### src/rtl/l1i_mau.sv
// l1i_mau: L1 instruction-cache miss access unit.
// Refills one cache line by issuing sequential word reads to memory,
// one request outstanding at a time, then pulses an ack with the full line.
// Optional feature macro: L1I_MAU_LINE_BUF_EN keeps the last delivered line
// and its base address so a repeat request is answered without a memory fetch.

module l1i_mau #(
    parameter int ADDR_WIDTH = 32,
    parameter int LINE_SIZE  = 128,
    parameter int BUS_WIDTH  = 32
) (
    input  logic                  clk,
    input  logic                  rst_n,
    input  logic                  mau_req_val,
    input  logic [ADDR_WIDTH-1:0] mau_req_addr,
    output logic                  mau_req_ack,
    output logic [LINE_SIZE-1:0]  mau_ack_data,
    output logic                  mem_req_val,
    output logic [ADDR_WIDTH-1:0] mem_req_addr,
    input  logic                  mem_req_ack,
    input  logic                  mem_rsp_val,
    input  logic [BUS_WIDTH-1:0]  mem_rsp_data
);

    localparam int WORDS       = LINE_SIZE / BUS_WIDTH;
    localparam int CNT_W       = $clog2(WORDS);
    localparam int OFFSET_BITS = $clog2(LINE_SIZE / 8);
    localparam int BYTE_SHIFT  = $clog2(BUS_WIDTH / 8);

    // Byte-offset bits inside a line; cleared to form the line base address.
    localparam logic [ADDR_WIDTH-1:0] OFFSET_MASK = ADDR_WIDTH'((1 << OFFSET_BITS) - 1);

    localparam logic [1:0] S_IDLE = 2'd0;
    localparam logic [1:0] S_REQ  = 2'd1;
    localparam logic [1:0] S_RSP  = 2'd2;
    localparam logic [1:0] S_ACK  = 2'd3;

    logic [1:0]            r_state;
    logic [CNT_W-1:0]      r_cnt;
    logic [ADDR_WIDTH-1:0] r_base;
    logic [LINE_SIZE-1:0]  r_line;
    logic                  r_ack;
    logic                  r_mem_req_val;
    logic [ADDR_WIDTH-1:0] r_mem_req_addr;

    logic [ADDR_WIDTH-1:0] w_aligned;
    logic [CNT_W-1:0]      w_next_cnt;
    logic [ADDR_WIDTH-1:0] w_next_addr;
    logic                  w_last;
    logic                  w_hit;

    assign w_aligned   = mau_req_addr & ~OFFSET_MASK;
    assign w_next_cnt  = r_cnt + 1'b1;
    assign w_next_addr = r_base + (ADDR_WIDTH'(w_next_cnt) << BYTE_SHIFT);
    assign w_last      = (r_cnt == CNT_W'(WORDS - 1));

`ifdef L1I_MAU_LINE_BUF_EN
    logic [ADDR_WIDTH-1:0] r_buf_addr;
    logic                  r_buf_valid;

    assign w_hit = r_buf_valid && (r_buf_addr == w_aligned);

    // Remember the base address of every line delivered; the line itself stays in r_line.
    always_ff @(posedge clk or negedge rst_n) begin
        if (!rst_n) begin
            r_buf_addr  <= '0;
            r_buf_valid <= 1'b0;
        end else if (r_state == S_ACK) begin
            r_buf_addr  <= r_base;
            r_buf_valid <= 1'b1;
        end
    end
`else
    assign w_hit = 1'b0;
`endif

    // Refill FSM; every output comes straight from a register set here.
    always_ff @(posedge clk or negedge rst_n) begin
        if (!rst_n) begin
            r_state        <= S_IDLE;
            r_cnt          <= '0;
            r_base         <= '0;
            r_line         <= '0;
            r_ack          <= 1'b0;
            r_mem_req_val  <= 1'b0;
            r_mem_req_addr <= '0;
        end else begin
            r_ack <= 1'b0;
            case (r_state)
                S_IDLE: begin
                    if (mau_req_val) begin
                        r_base <= w_aligned;
                        r_cnt  <= '0;
                        if (w_hit) begin
                            r_state <= S_ACK;
                            r_ack   <= 1'b1;
                        end else begin
                            r_state        <= S_REQ;
                            r_mem_req_val  <= 1'b1;
                            r_mem_req_addr <= w_aligned;
                        end
                    end
                end
                S_REQ: begin
                    if (mem_req_ack) begin
                        r_mem_req_val <= 1'b0;
                        r_state       <= S_RSP;
                    end
                end
                S_RSP: begin
                    if (mem_rsp_val) begin
                        for (int w = 0; w < WORDS; w++) begin
                            if (r_cnt == CNT_W'(w)) begin
                                r_line[w*BUS_WIDTH +: BUS_WIDTH] <= mem_rsp_data;
                            end
                        end
                        if (w_last) begin
                            r_state <= S_ACK;
                            r_ack   <= 1'b1;
                        end else begin
                            r_cnt          <= w_next_cnt;
                            r_mem_req_val  <= 1'b1;
                            r_mem_req_addr <= w_next_addr;
                            r_state        <= S_REQ;
                        end
                    end
                end
                S_ACK: begin
                    r_state <= S_IDLE;
                end
                default: begin
                    r_state <= S_IDLE;
                end
            endcase
        end
    end

    assign mau_req_ack  = r_ack;
    assign mau_ack_data = r_line;
    assign mem_req_val  = r_mem_req_val;
    assign mem_req_addr = r_mem_req_addr;

endmodule

### config.mk
export PLATFORM = sky130hd
export DESIGN_NAME = l1i_mau
export DESIGN_NICKNAME = d
export VERILOG_FILES = /design/src/rtl/l1i_mau.sv
export SDC_FILE = /design/constraint.sdc
export NUM_CORES = 1
export LEC_CHECK = 0
export CAP_MARGIN = 25
export CORE_ASPECT_RATIO = 0.8
export CORE_MARGIN = 4
export CORE_UTILIZATION = 55
export DETAILED_ROUTE_END_ITERATION = 8
export DONT_BUFFER_PORTS = 1
export GPL_TIMING_DRIVEN = 0
export PLACE_DENSITY = 0.77
export SLEW_MARGIN = 20
export SYNTH_ARGS = -nofsm -noshare
export SYNTH_HDL_FRONTEND = slang
export SYNTH_SLANG_ARGS = --single-unit
### constraint.sdc
create_clock -name clk -period 2.4 [get_ports clk]
set_input_delay 0.36 -clock clk [delete_from_list [all_inputs] [get_ports clk]]
set_output_delay 0.36 -clock clk [all_outputs]
set_load 0.1 [all_outputs]
==> impl_metrics.py, run 1 <==
metrics = {
    "detailed_routing": {
        "wirelength_mm": 16.56,
        "drc": 0,
        "wl_per_cell_um": 23.59,
        "ant_nets": 0,
        "drt_pass1_iterations": 4,
        "viasPerCell": 5.812,
        "vias": 4080,
        "drtIter0Drc": 192,
    },
    "sta": {
        "fmax_ghz": 0.4608,
        "tns_ns": 0,
        "setup-violations-final": 0,
        "maxSlewViolCount": 0,
        "fin_hold_ws_ns": -0.3663,
        "skew_ns": 0.008550,
        "rsz0062_at_grt": "false",
        "hold_viol": 190,
        "tightestPinTransition_ns": 0.9692,
        "setup_slack_ns": 0.2298,
        "fin_crit_sh": 0.9042,
        "timing.slew.headroom": 0.3539,
        "fin_crit_ns": 2.170,
    },
    "floorplanning": {
        "num_rows": 37,
        "start_util": 0.5716,
        "die-area_sq_um": 15510,
        "die_h_um": 112.2,
        "core_sq_um": 13060,
        "fp.dieW_um": 138.2,
        "num_io_pins": 231,
    },
    "cells_and_area": {
        "area_growth_pct": 11.12,
        "drive_gt1_frac": 0.2846,
        "mostFrequentLayoutCell": "dfrtp_1",
        "final_cell_mix": "dfrtp_1, mux2_2, mux2_1",
        "diodes": 0,
        "nets": 587,
    },
    "yosys": {
        "ys_ff_latch": 190,
        "netlist_area_sq_um": 7462,
        "yosys.area.top_type": "dfrtp_1",
        "synth_top_area_share": 0.6372,
        "netlist-cell-type-count": 25,
        "postSynthAreaPerCell_sq_um": 15.11,
        "synth_seq_area_share": 0.6372,
        "ys_warn_count": 0,
        "synth_cells": 494,
        "synth_area_leaders": "dfrtp_1, mux2_2, mux2_1",
    },
    "run": {
        "maxCapViolCount": 0,
    },
    "status": {
        "status": "finished, violations left",
        "violations": "negative hold slack",
    },
    "global_route": {
        "gr-total-overflow": 0,
        "antenna_found_initial": 0,
        "grt_pass1_vias": 4497,
        "grt_usage": 0.2202,
        "grt_max_degree": 191,
        "grt_pass1_wl_mm": 26.45,
    },
    "cts": {
        "path_clk_slew_ns": 0.06,
        "post-cts-setup-buffers": 0,
        "cts_tree": "done",
        "cts_buffers": 17,
        "clk_latency_ns": 0.43,
        "htreeDepth": 4,
        "cts_sinks": 190,
        "cts_buffer_depth": 2,
        "root_buffer": "clkbuf_16",
    },
    "worst_setup_path": {
        "rr_startpoint": "r_cnt[0]$_DFFE_PN0P_",
        "r2r_slack_ns": 0.23,
        "rr_endpoint": "mem_req_addr[15]$_DFFE_PN0P_",
        "cp_max_fo": 10,
        "startpoint_type": "register",
        "cp_num_buf_inv": 1,
        "critPathKind": "register to register",
        "crit_arrival_ns": 2.51,
        "cp_data_required_time_ns": 2.74,
        "slowest_delay_ns": 0.63,
        "cp_cell_sequence": "ha_1, and4bb_1, clkbuf_1, nor3_1, a21oi_1",
        "r2r_cells": 5,
        "crit_family": "flip-flops",
        "critPathCaptureType": "register",
        "slowest_stage": "dfrtp_2",
    },
    "placement": {
        "pre_cts_ws_ns": -0.08416,
        "place.gp.congestion": 0.7870,
        "port_buffers": 0,
        "dp_hpwl_mm": 11.75,
    },
    "hold_path": {
        "holdCritPathClass": "input port to asynchronous set/reset pin",
    },
}
## metrics by stage
step                utilization  std cells  cell area, sq um
floorplan                     -        495              7466
global placement         0.5887        670              7685
detailed placement       0.5887        670              7685
CTS                      0.6351        702              8292
global route             0.6351        702              8292
finish                   0.6351        702              8292
## flip-flops by register name, indices dropped and copies added, names as in the netlist
signal        cells
r_state           2
r_base           28
mem_req_val       1
r_cnt             1
mau_req_ack       1
mau_ack_data    128
mem_req_addr     29
## final cells by class
| class | instances | area (sq um) |
|---|---|---|
| Buffer | 31 | 163.9 |
| Clock inverter | 13 | 161.4 |
| Clock buffer | 19 | 442.9 |
| Inverter | 6 | 22.52 |
| Sequential cell | 190 | 4757 |
| Fill cell | 957 | 4763 |
| Multi-Input combinational cell | 268 | 2525 |
| Tap cell | 175 | 219.0 |
## worst max-delay path by stage
stage,endpoint,startpoint,cells after the start,slack [ns]
floorplan,r_cnt[0]$_DFFE_PN0P_,r_cnt[0]$_DFFE_PN0P_,5,0.22
global placement,mau_ack_data[16]$_DFFE_PN0P_,r_cnt[0]$_DFFE_PN0P_,5,-0.005
detailed placement,mau_ack_data[77]$_DFFE_PN0P_,r_cnt[0]$_DFFE_PN0P_,5,-0.08
CTS,mem_req_addr[15]$_DFFE_PN0P_,r_cnt[0]$_DFFE_PN0P_,5,0.23
global route,mem_req_addr[21]$_DFFE_PN0P_,r_cnt[0]$_DFFE_PN0P_,5,0.11
finish,mem_req_addr[15]$_DFFE_PN0P_,r_cnt[0]$_DFFE_PN0P_,5,0.23
## synth_stat cells
cell	n
dfrtp_1	190
mux2_2	85
mux2_1	71
a21oi_1	32
mux2i_1	28
nor3_1	28
buf_2	22
inv_1	6
buf_4	5
ha_1	4
clkbuf_1	3
nand3_2	3
o21ai_0	3
nand2_1	2
nor2b_1	2
and4bb_1	1
clkbuf_2	1
conb_1	1
nand2b_1	1
nand3_4	1
nor2_1	1
nor3b_1	1
o21ai_1	1
o22ai_1	1
or2_1	1
## routing by layer
layer	wire [um]	GRT usage	vias to the layer above
met3	1689	0.1116	23
met4	284	0.06386	0
met2	8385	0.3719	151
met1	6198	0.2481	2118
met5	0	0	-
li1	-	-	1788
## worst register-to-register path, stage by stage (launching register included)
cell and delay, ns:
dfrtp_2 0.63, ha_1 0.40, and4bb_1 0.36, clkbuf_1 0.42, nor3_1 0.10, a21oi_1 0.18
## logic make-up after synthesis
group | Yosys count | synth area share
flops | 190 | 0.6372
mux | 184 | 0.2730
simple gates | 41 | 0.03270
compound gates | 37 | 0.02498
buf+inv | 37 | 0.02498
fa+ha+maj | 4 | 0.006707
other cells | 1 | 0.0005025
## repair_timing
item,in CTS,in global routing
endpoints found under the setup margin,120,0
resized for setup,2,0
hold endpoints to repair,190,190
Power of run 1 is left out: the tool's default activity adds up to more than one toggle a clock period on the data nets, which glitch-free logic cannot reach.
==> inputs of run 2 (changes only) <==
--- a/constraint.sdc
+++ b/constraint.sdc
@@ -3,2 +3,2 @@
 set_output_delay 0.36 -clock clk [all_outputs]
-set_load 0.1 [all_outputs]
+set_load 0.02 [all_outputs]
==> run 2 against run 1 <==
Cell count unchanged. Setup slack improved by 0.17 ns. Non-clock buffer count unchanged. Die area unchanged. Core utilization about the same. The flow still finishes with violations (negative hold slack). Final area about the same.
==> impl_metrics.py, run 2 (synthesis results as in run 1) <==
metrics = {
    "status": {
        "status": "finished, violations left",
        "violations": "negative hold slack",
    },
    "global_route": {
        "grt_pass1_vias": 4494,
        "grt_max_degree": 191,
        "grt_usage": 0.2201,
        "antenna_found_initial": 0,
        "gr-total-overflow": 0,
        "grt_pass1_wl_mm": 26.44,
    },
    "power": {
        "irDropWorstVdd_mv": 0.7940,
        "power_uw": 12630,
        "switchingPower_uw": 4932,
        "intPower_uw": 7699,
        "power_density_nw_per_um2": 1524,
        "swShare": 0.3905,
        "p_clk_frac": 0.225,
        "combPwrFrac": 0.188,
        "p_seq_frac": 0.587,
        "p_leak_uw": 0.003846,
    },
    "sta": {
        "fin_crit_sh": 0.8315,
        "maxSlewViolCount": 0,
        "tns_ns": 0,
        "timing.slew.headroom": 0.6664,
        "skew_ns": 0.008825,
        "setup-violations-final": 0,
        "fin_crit_ns": 1.996,
        "tightestPinTransition_ns": 0.5004,
        "fmax_ghz": 0.5011,
        "fin_hold_ws_ns": -0.3664,
        "rsz0062_at_grt": "false",
        "hold_viol": 190,
    },
    "worst_setup_path": {
        "cp_max_fo": 10,
        "startpoint_type": "register",
        "critPathKind": "register to register",
        "slowest_stage": "dfrtp_1",
        "slowest_delay_ns": 0.52,
        "cp_data_required_time_ns": 2.74,
        "crit_arrival_ns": 2.34,
        "critPathCaptureType": "register",
        "crit_family": "flip-flops",
        "cp_num_buf_inv": 1,
        "cp_cell_sequence": "ha_1, and4bb_1, clkbuf_1, nor3_1, a21oi_1",
    },
    "placement": {
        "dp_hpwl_mm": 11.75,
        "place.gp.congestion": 0.7870,
        "port_buffers": 0,
        "dp_cells": 670,
    },
    "cells_and_area": {
        "area_growth_pct": 11.08,
        "final_util": 0.6349,
        "nets": 587,
        "stdcell_count": 702,
        "final_cell_mix": "dfrtp_1, mux2_2, mux2_1",
        "diodes": 0,
        "mostFrequentLayoutCell": "dfrtp_1",
        "drive_gt1_frac": 0.2808,
        "largest_register_ffs": 128,
    },
    "detailed_routing": {
        "wirelength_mm": 16.54,
        "vias": 4076,
        "viasPerCell": 5.806,
        "drt_pass1_iterations": 4,
        "wl_per_cell_um": 23.56,
        "ant_nets": 0,
        "wl_met2_mm": 8.391,
        "drtIter0Drc": 187,
        "met1_length_mm": 6.181,
        "wl_met3_mm": 1.683,
        "maxUsedRoutingLayer": "met4",
        "drc": 0,
    },
    "cts": {
        "cts_buffer_depth": 2,
        "root_buffer": "clkbuf_16",
        "clk_latency_ns": 0.43,
        "path_clk_slew_ns": 0.06,
        "cts_tree": "done",
        "cts_buffers": 17,
        "cts_resized": 0,
        "cts_sinks": 190,
        "post-cts-setup-buffers": 0,
        "htreeDepth": 4,
    },
    "floorplanning": {
        "die-area_sq_um": 15510,
        "fp.dieW_um": 138.2,
        "num_rows": 37,
        "num_io_pins": 231,
        "start_util": 0.5716,
        "core_sq_um": 13060,
        "die_h_um": 112.2,
    },
    "hold_path": {
        "holdCritPathClass": "input port to asynchronous set/reset pin",
    },
    "run": {
        "maxCapViolCount": 0,
    },
}
run 2: worst paths after layout:
| path | from | depth (start not counted) | to | slack [ns] |
|---|---|---|---|---|
| setup / recovery | r_cnt[0]$_DFFE_PN0P_ | 5 | mem_req_addr[15]$_DFFE_PN0P_ | 0.40 |
| hold / removal | rst_n | 0 | mau_ack_data[120]$_DFFE_PN0P_ | -0.37 |
| setup reg to reg | r_cnt[0]$_DFFE_PN0P_ | 5 | mem_req_addr[15]$_DFFE_PN0P_ | 0.40 |
| hold reg to reg | r_base[6]$_DFFE_PN0P_ | 1 | r_base[6]$_DFFE_PN0P_ | 0.51 |
| max in group asynchronous | rst_n | 0 | mau_ack_data[115]$_DFFE_PN0P_ | 2.60 |
| min in group clk | mem_rsp_data[10] | 1 | mau_ack_data[10]$_DFFE_PN0P_ | 0.06 |
run 2: final cells by class:
type / instances / area (sq um)
plain buffers: 31 / 163.9
clock buffers: 19 / 442.9
clock inverters: 13 / 161.4
fillers: 959 / 4766
inverters: 6 / 22.52
multi-input cells: 268 / 2525
flip-flops and latches: 190 / 4755
well taps: 175 / 219.0
run 2: metrics by stage:
stage / hold WS, ns / setup WS [ns] / cell area [sq um]
floorplan: 0.06441 / 0.7881 / 7466
global placement: 0.06856 / 0.5096 / 7685
detailed placement: 0.06869 / 0.4300 / 7685
CTS: -0.3874 / 0.3979 / 8289
global route: -0.3962 / 0.2728 / 8289
finish: -0.3664 / 0.4044 / 8289
run 2: per-layer routing:
layer | GRT usage | vias up
met5 | 0 | -
met4 | 0.06386 | 0
met3 | 0.1116 | 23
met2 | 0.3719 | 150
met1 | 0.2478 | 2115
li1 | - | 1788
run 2: power groups by stage:
stage	Sequential [uW]	Combinational (uW)	Clock, uW
final	7410	2380	2840
after floorplan	6990	2000	0
after CTS	7440	2420	2910
after global placement	7400	2220	0
after global routing	7590	2660	3050
after detailed placement	7480	2410	0
Power figures use the tool's default switching activity.
